<file path="src/rtl/load_store_unit.sv">
// Byte-serial load/store controller for the 8-bit data memory, with range checking.
// Optional response statistics counters are enabled by defining LSU_STATS_EN.
module load_store_unit #(
  parameter int unsigned ADDR_W    = 8,
  parameter int unsigned MEM_DEPTH = 32,
  parameter int unsigned READ_LAT  = 1
) (
  input  logic              clk,
  input  logic              rst_n,
  input  logic              req_valid,
  output logic              req_ready,
  input  logic              req_write,
  input  logic [ADDR_W-1:0] req_addr,
  input  logic [1:0]        req_len,
  input  logic [31:0]       req_wdata,
  output logic              rsp_valid,
  input  logic              rsp_ready,
  output logic [31:0]       rsp_rdata,
  output logic              rsp_err,
  output logic              memoryWrite,
  output logic              memory_read,
  output logic [ADDR_W-1:0] memory_address,
  output logic [7:0]        memory_datawrite,
  input  logic [7:0]        memory_read_data
`ifdef LSU_STATS_EN
  ,
  output logic [15:0]       stat_loads,
  output logic [15:0]       stat_stores,
  output logic [15:0]       stat_errs
`endif
);

  localparam logic [1:0] S_IDLE  = 2'd0;
  localparam logic [1:0] S_ISSUE = 2'd1;
  localparam logic [1:0] S_WAIT  = 2'd2;
  localparam logic [1:0] S_RESP  = 2'd3;

  logic [1:0]        r_state, w_nxt_state;
  logic              r_write, w_nxt_write;
  logic [ADDR_W-1:0] r_addr, w_nxt_addr;
  logic [1:0]        r_len, w_nxt_len;
  logic [31:0]       r_wdata, w_nxt_wdata;
  logic [1:0]        r_beat, w_nxt_beat;
  logic [1:0]        r_wait, w_nxt_wait;
  logic [31:0]       r_acc, w_nxt_acc;
  logic              r_err, w_nxt_err;
  logic              r_req_ready, w_nxt_req_ready;
  logic              r_rsp_valid, w_nxt_rsp_valid;
  logic [31:0]       r_rsp_rdata, w_nxt_rsp_rdata;
  logic              r_rsp_err, w_nxt_rsp_err;
  logic              r_mem_wr, w_nxt_mem_wr;
  logic              r_mem_rd, w_nxt_mem_rd;
  logic [ADDR_W-1:0] r_mem_addr, w_nxt_mem_addr;
  logic [7:0]        r_mem_wdata, w_nxt_mem_wdata;

  logic [ADDR_W-1:0] w_cur_addr, w_nxt_beat_addr;
  logic              w_cur_in, w_nxt_in, w_beat_done, w_sample;

  assign w_cur_addr = r_addr + ADDR_W'(r_beat);
  assign w_cur_in   = 32'(w_cur_addr) < MEM_DEPTH;

  // Next state plus next values of every registered output.
  always_comb begin
    w_nxt_state     = r_state;
    w_nxt_write     = r_write;
    w_nxt_addr      = r_addr;
    w_nxt_len       = r_len;
    w_nxt_wdata     = r_wdata;
    w_nxt_beat      = r_beat;
    w_nxt_wait      = r_wait;
    w_nxt_acc       = r_acc;
    w_nxt_err       = r_err;
    w_nxt_rsp_valid = r_rsp_valid;
    w_nxt_rsp_rdata = r_rsp_rdata;
    w_nxt_rsp_err   = r_rsp_err;
    w_nxt_mem_wr    = 1'b0;
    w_nxt_mem_rd    = 1'b0;
    w_nxt_mem_addr  = r_mem_addr;
    w_nxt_mem_wdata = r_mem_wdata;
    w_beat_done     = 1'b0;
    w_sample        = 1'b0;

    case (r_state)
      S_IDLE: begin
        if (req_valid) begin
          w_nxt_write = req_write;
          w_nxt_addr  = req_addr;
          w_nxt_len   = req_len;
          w_nxt_wdata = req_wdata;
          w_nxt_acc   = 32'd0;
          w_nxt_err   = 1'b0;
          w_nxt_beat  = 2'd0;
          w_nxt_state = S_ISSUE;
        end
      end
      S_ISSUE: begin
        if (!w_cur_in) begin
          w_nxt_err   = 1'b1;
          w_beat_done = 1'b1;
        end else if (r_write) begin
          w_beat_done = 1'b1;
        end else if (READ_LAT == 0) begin
          w_sample    = 1'b1;
          w_beat_done = 1'b1;
        end else begin
          w_nxt_wait  = 2'd0;
          w_nxt_state = S_WAIT;
        end
      end
      S_WAIT: begin
        if (r_wait == 2'(READ_LAT - 1)) begin
          w_sample    = 1'b1;
          w_beat_done = 1'b1;
        end else begin
          w_nxt_wait = r_wait + 2'd1;
        end
      end
      S_RESP: begin
        // First RESP cycle publishes the accumulator; later cycles wait for the handshake.
        if (!r_rsp_valid) begin
          w_nxt_rsp_valid = 1'b1;
          w_nxt_rsp_rdata = r_acc;
          w_nxt_rsp_err   = r_err;
        end else if (rsp_ready) begin
          w_nxt_rsp_valid = 1'b0;
          w_nxt_state     = S_IDLE;
        end
      end
      default: w_nxt_state = S_IDLE;
    endcase

    if (w_sample) w_nxt_acc[{r_beat, 3'b000} +: 8] = memory_read_data;

    if (w_beat_done) begin
      if (r_beat == r_len) begin
        w_nxt_state = S_RESP;
      end else begin
        w_nxt_beat  = r_beat + 2'd1;
        w_nxt_state = S_ISSUE;
      end
    end

    w_nxt_beat_addr = w_nxt_addr + ADDR_W'(w_nxt_beat);
    w_nxt_in        = 32'(w_nxt_beat_addr) < MEM_DEPTH;

    if (w_nxt_state == S_ISSUE) begin
      w_nxt_mem_addr  = w_nxt_beat_addr;
      w_nxt_mem_wdata = w_nxt_wdata[{w_nxt_beat, 3'b000} +: 8];
      w_nxt_mem_wr    = w_nxt_write && w_nxt_in;
      w_nxt_mem_rd    = !w_nxt_write && w_nxt_in;
    end else if (w_nxt_state == S_WAIT) begin
      w_nxt_mem_rd = 1'b1;
    end

    w_nxt_req_ready = (w_nxt_state == S_IDLE);
  end

  always_ff @(posedge clk or negedge rst_n) begin
    if (!rst_n) begin
      r_state     <= S_IDLE;
      r_write     <= 1'b0;
      r_addr      <= '0;
      r_len       <= 2'd0;
      r_wdata     <= 32'd0;
      r_beat      <= 2'd0;
      r_wait      <= 2'd0;
      r_acc       <= 32'd0;
      r_err       <= 1'b0;
      r_req_ready <= 1'b1;
      r_rsp_valid <= 1'b0;
      r_rsp_rdata <= 32'd0;
      r_rsp_err   <= 1'b0;
      r_mem_wr    <= 1'b0;
      r_mem_rd    <= 1'b0;
      r_mem_addr  <= '0;
      r_mem_wdata <= 8'd0;
    end else begin
      r_state     <= w_nxt_state;
      r_write     <= w_nxt_write;
      r_addr      <= w_nxt_addr;
      r_len       <= w_nxt_len;
      r_wdata     <= w_nxt_wdata;
      r_beat      <= w_nxt_beat;
      r_wait      <= w_nxt_wait;
      r_acc       <= w_nxt_acc;
      r_err       <= w_nxt_err;
      r_req_ready <= w_nxt_req_ready;
      r_rsp_valid <= w_nxt_rsp_valid;
      r_rsp_rdata <= w_nxt_rsp_rdata;
      r_rsp_err   <= w_nxt_rsp_err;
      r_mem_wr    <= w_nxt_mem_wr;
      r_mem_rd    <= w_nxt_mem_rd;
      r_mem_addr  <= w_nxt_mem_addr;
      r_mem_wdata <= w_nxt_mem_wdata;
    end
  end

  assign req_ready        = r_req_ready;
  assign rsp_valid        = r_rsp_valid;
  assign rsp_rdata        = r_rsp_rdata;
  assign rsp_err          = r_rsp_err;
  assign memoryWrite      = r_mem_wr;
  assign memory_read      = r_mem_rd;
  assign memory_address   = r_mem_addr;
  assign memory_datawrite = r_mem_wdata;

`ifdef LSU_STATS_EN
  logic        w_rsp_fire;
  logic [15:0] r_stat_loads, r_stat_stores, r_stat_errs;

  assign w_rsp_fire = (r_state == S_RESP) && r_rsp_valid && rsp_ready;

  // Saturating per-response counters.
  always_ff @(posedge clk or negedge rst_n) begin
    if (!rst_n) begin
      r_stat_loads  <= 16'd0;
      r_stat_stores <= 16'd0;
      r_stat_errs   <= 16'd0;
    end else if (w_rsp_fire) begin
      if (r_write && r_stat_stores != 16'hFFFF) r_stat_stores <= r_stat_stores + 16'd1;
      if (!r_write && r_stat_loads != 16'hFFFF) r_stat_loads <= r_stat_loads + 16'd1;
      if (r_rsp_err && r_stat_errs != 16'hFFFF) r_stat_errs <= r_stat_errs + 16'd1;
    end
  end

  assign stat_loads  = r_stat_loads;
  assign stat_stores = r_stat_stores;
  assign stat_errs   = r_stat_errs;
`endif

endmodule

</file>
<file path="config.mk">
export PLATFORM = sky130hd
export DESIGN_NAME = load_store_unit
export DESIGN_NICKNAME = d
export VERILOG_FILES = /design/src/rtl/load_store_unit.sv
export SDC_FILE = /design/constraint.sdc
export NUM_CORES = 1
export LEC_CHECK = 0
export ABC_AREA = 0
export BUFFER_PORTS_ARGS = -buffer_cell sky130_fd_sc_hd__clkbuf_2
export CAP_MARGIN = 5
export CORE_MARGIN = 10
export CORE_UTILIZATION = 55
export CTS_CLUSTER_SIZE = 12
export DETAILED_ROUTE_END_ITERATION = 6
export PLACE_DENSITY = 0.8
export SYNTH_ARGS = -nofsm -noshare
export SYNTH_HDL_FRONTEND = slang
export SYNTH_SLANG_ARGS = --single-unit
</file>
<file path="constraint.sdc">
create_clock -name clk -period 5.8 [get_ports clk]
set_input_delay 0.58 -clock clk [delete_from_list [all_inputs] [get_ports clk]]
set_output_delay 0.58 -clock clk [all_outputs]
set_load 0.01 [all_outputs]
</file>
==> metrics <==
synthesized area=6117 um2; slowest CP cell=or3_1; Reg2Reg Setup Slack=1.53 ns; fill count=slightly below 800; Final min period=about 4.3 ns; met3 wire length=965 um; Starting Density=approximately 56%; Max Cap Viol=0; critical path's most frequent cell=ha_1; Yosys top cell area share=54.82%; top cell family by delay on the critical path=simple AND/OR/NAND/NOR gates; cells after synthesis=472; area of the multi-input gates=~2500 um2; share of post-route cells with drive strength above 1=between 40% and 50%; CP required=between 6 and 7 ns; Final Cell Area=around 7400 um2; RSZ-0062 raised after global routing=false; vias per cell=5.680; Worst Reg-to-Reg Cells=13; # nets final=between 600 and 700; Syn Area/Cell=roughly 13 um2; Clock Sinks=135; max-slew violation count=0; sequential standard cell area=3379 um2; Synth area leader=dfrtp_1; Hold Slack=0.2072 ns; Cell Chain, Critical Path=ha_1 -> a31oi_1 -> o21a_1 -> nor3b_2 -> or3_1 -> o21ai_0 -> ha_1 -> inv_1 -> fa_1 -> nor3_1 -> xnor2_1 -> or4_4 -> nor2b_2; CP Launch Type=register; Sw Ratio=37.30%; met2 wire length=7.218 mm; antenna-violating nets left=0; GR Util All Layers=between 10% and 20%; CTS tree=done; I/O pin cnt=108; most frequent cells in the layout=134 x dfrtp_1, 106 x clkbuf_2, 82 x mux2_2; uppermost layer routed=met4; Total Routed Length=14.53 mm; max frequency=234.2 MHz; H-tree depth=4; Die Height=125.5 um; placeable core area=10890 um2; PostCTS Resize Cnt=0; GPL Wtd Cong=0.8638; Synth area leaders=dfrtp_1 55%, mux2_2 15%, a22o_1 4.6%; Leak Pwr=3.558 nW; DIE WIDTH=125.5 um; initial antenna violation count=0; vias after detailed routing=4152; largest net degree at the start of global routing=about 80; Yosys warning count=0; RR Startpoint=r_beat[1]$_DFF_PN0_; wire per inst=19.87 um; period utilization=73.63%; CP Max Fanout=17; Post-CTS Hold Fix Bufs=0; FF+latch count, synth=135; Max clock buf depth=2; Fin. Hold Viols=0; critical path class=reg2reg; met1 WL=6.214 mm; Power Dens Cells=between 600 and 700 nW/um2; DRT Pass-1 Iters=4; Slew @ Worst Pin=around 1.2 ns; worst min path class=in2async; vias in the first global route=4543; Setup TNS Final=0 ns; Post-CTS Setup Inserts=0; critical path depth=13; cts bufs inserted=17; synth unique cells=46; most common cell after layout, fill and taps aside=dfrtp_1; Die ar.=around 16000 um2; Worst setup EP type=register; Placed Area=6718 um2; Area growth syn-to-layout=20.27%; # setup viols final=0; dpl hpwl=9.949 mm; Slew HR=21.92%; final global-route overflow total=0; post-synthesis sequential area ratio=55.25%; Clock Pin Slew Worst Setup and Hold Paths=0.06 ns; VDD IR-drop max=365.2 uV; Gate power share=43.1%; r2r endpoint=memoryWrite$_DFF_PN0_; Crit path largest cell delay=0.70 ns; diodes inserted=0; num rows=38; Starting DRT DRC Count=283; part of the power in registers=31.5%; Worst Path Arrival=4.73 ns; first-pass GRT wire length=roughly 24 mm; power share of the clock group=25.4%; Clock Latency Late Sink=0.52 ns; Final Skew=just over 0.007 ns; I/O Buffers=between 100 and 150; net count after synthesis=approximately 540; WP buf/inv=1; status=finished, final reports clean; internal power=2.859 mW; Residual DRC=0; CTS Root Cell=clkbuf_8; Sw Pwr=1.701 mW
## routing by layer
layer | track usage, % | up-vias
li1 | - | 1907
met1 | 21.93 | 2105
met2 | 30.94 | 125
met3 | 6.802 | 15
met4 | 5.014 | 0
met5 | 0 | -
## worst max-delay path by stage
stage	from	end	slack, ns
2_1_floorplan	r_beat[1]$_DFF_PN0_	memoryWrite$_DFF_PN0_	2.14
3_3_place_gp	r_beat[1]$_DFF_PN0_	memoryWrite$_DFF_PN0_	1.82
3_5_place_dp	r_beat[1]$_DFF_PN0_	memoryWrite$_DFF_PN0_	1.59
4_1_cts	r_beat[1]$_DFF_PN0_	memoryWrite$_DFF_PN0_	1.57
5_1_grt	r_beat[0]$_DFF_PN0_	memoryWrite$_DFF_PN0_	1.32
6_report	r_beat[1]$_DFF_PN0_	memoryWrite$_DFF_PN0_	1.53
## area by class of cell
cell class	instances	area share [%]
Multi-Input combinational cell	293	34.20
Clock inverter	14	3.010
Tap cell	140	2.381
Inverter	19	0.9694
Clock buffer	18	5.680
Sequential cell	135	45.94
Timing Repair Buffer	112	7.823
## state kept, by name (all words and copies together) (netlist names)
signal / cells
memoryWrite: 1
memory_address: 8
memory_datawrite: 8
memory_read: 1
r_acc: 32
r_addr: 8
r_beat: 2
r_err: 1
r_len: 2
r_state: 2
r_wait: 2
r_wdata: 32
r_write: 1
req_ready: 1
rsp_err: 1
rsp_rdata: 32
rsp_valid: 1
## power groups by stage
| stage | combinational [mW] | sequential [mW] | clock, mW |
|---|---|---|---|
| 5_1_grt | 2.16 | 1.47 | 1.22 |
| 6_report | 1.96 | 1.44 | 1.16 |
| 4_1_cts | 1.97 | 1.44 | 1.18 |
| 3_5_place_dp | 1.94 | 1.45 | 0 |
| 2_1_floorplan | 1.47 | 1.45 | 0 |
| 3_3_place_gp | 1.85 | 1.43 | 0 |
## stage by stage
step	total power [mW]	worst slack [ns]	util, %	std cells
detailed placement	3.382	1.593	61.70	699
floorplan	2.919	2.139	-	472
finish	4.559	1.529	67.57	731
CTS	4.577	1.568	67.57	731
global route	4.845	1.323	67.57	731
global placement	3.271	1.821	61.70	699
## kinds of logic after synthesis
group	synth area share [%]
fa+ha+maj	2.986
compound gates	11.37
xor+xnor	1.268
simple gates	4.787
mux	20.64
flops	55.25
buf+inv	3.702
## synth_stat cells (all sizes together)
master and instances:
o31ai 8, buf 17, nor2 8, or3 1
a22oi 1, nor2b 1, a21oi 29, o21ba 1
nor3b 1, inv 19, nor3 5, nand2b 2
o21a 1, mux2 91, mux2i 23, o2111ai 1
o21ai 26, a22o 32, nand3 2, o22ai 2
clkbuf 8, a31oi 1, or4 1, xnor2 8
nand3b 1, and4 2, ha 13, and2 2
or2 1, nor4 1, dfstp 1, and4b 1
fa 1, dfrtp 134, a221oi 1, nand2 25
Note: power is estimated with default switching activity, not from simulation.
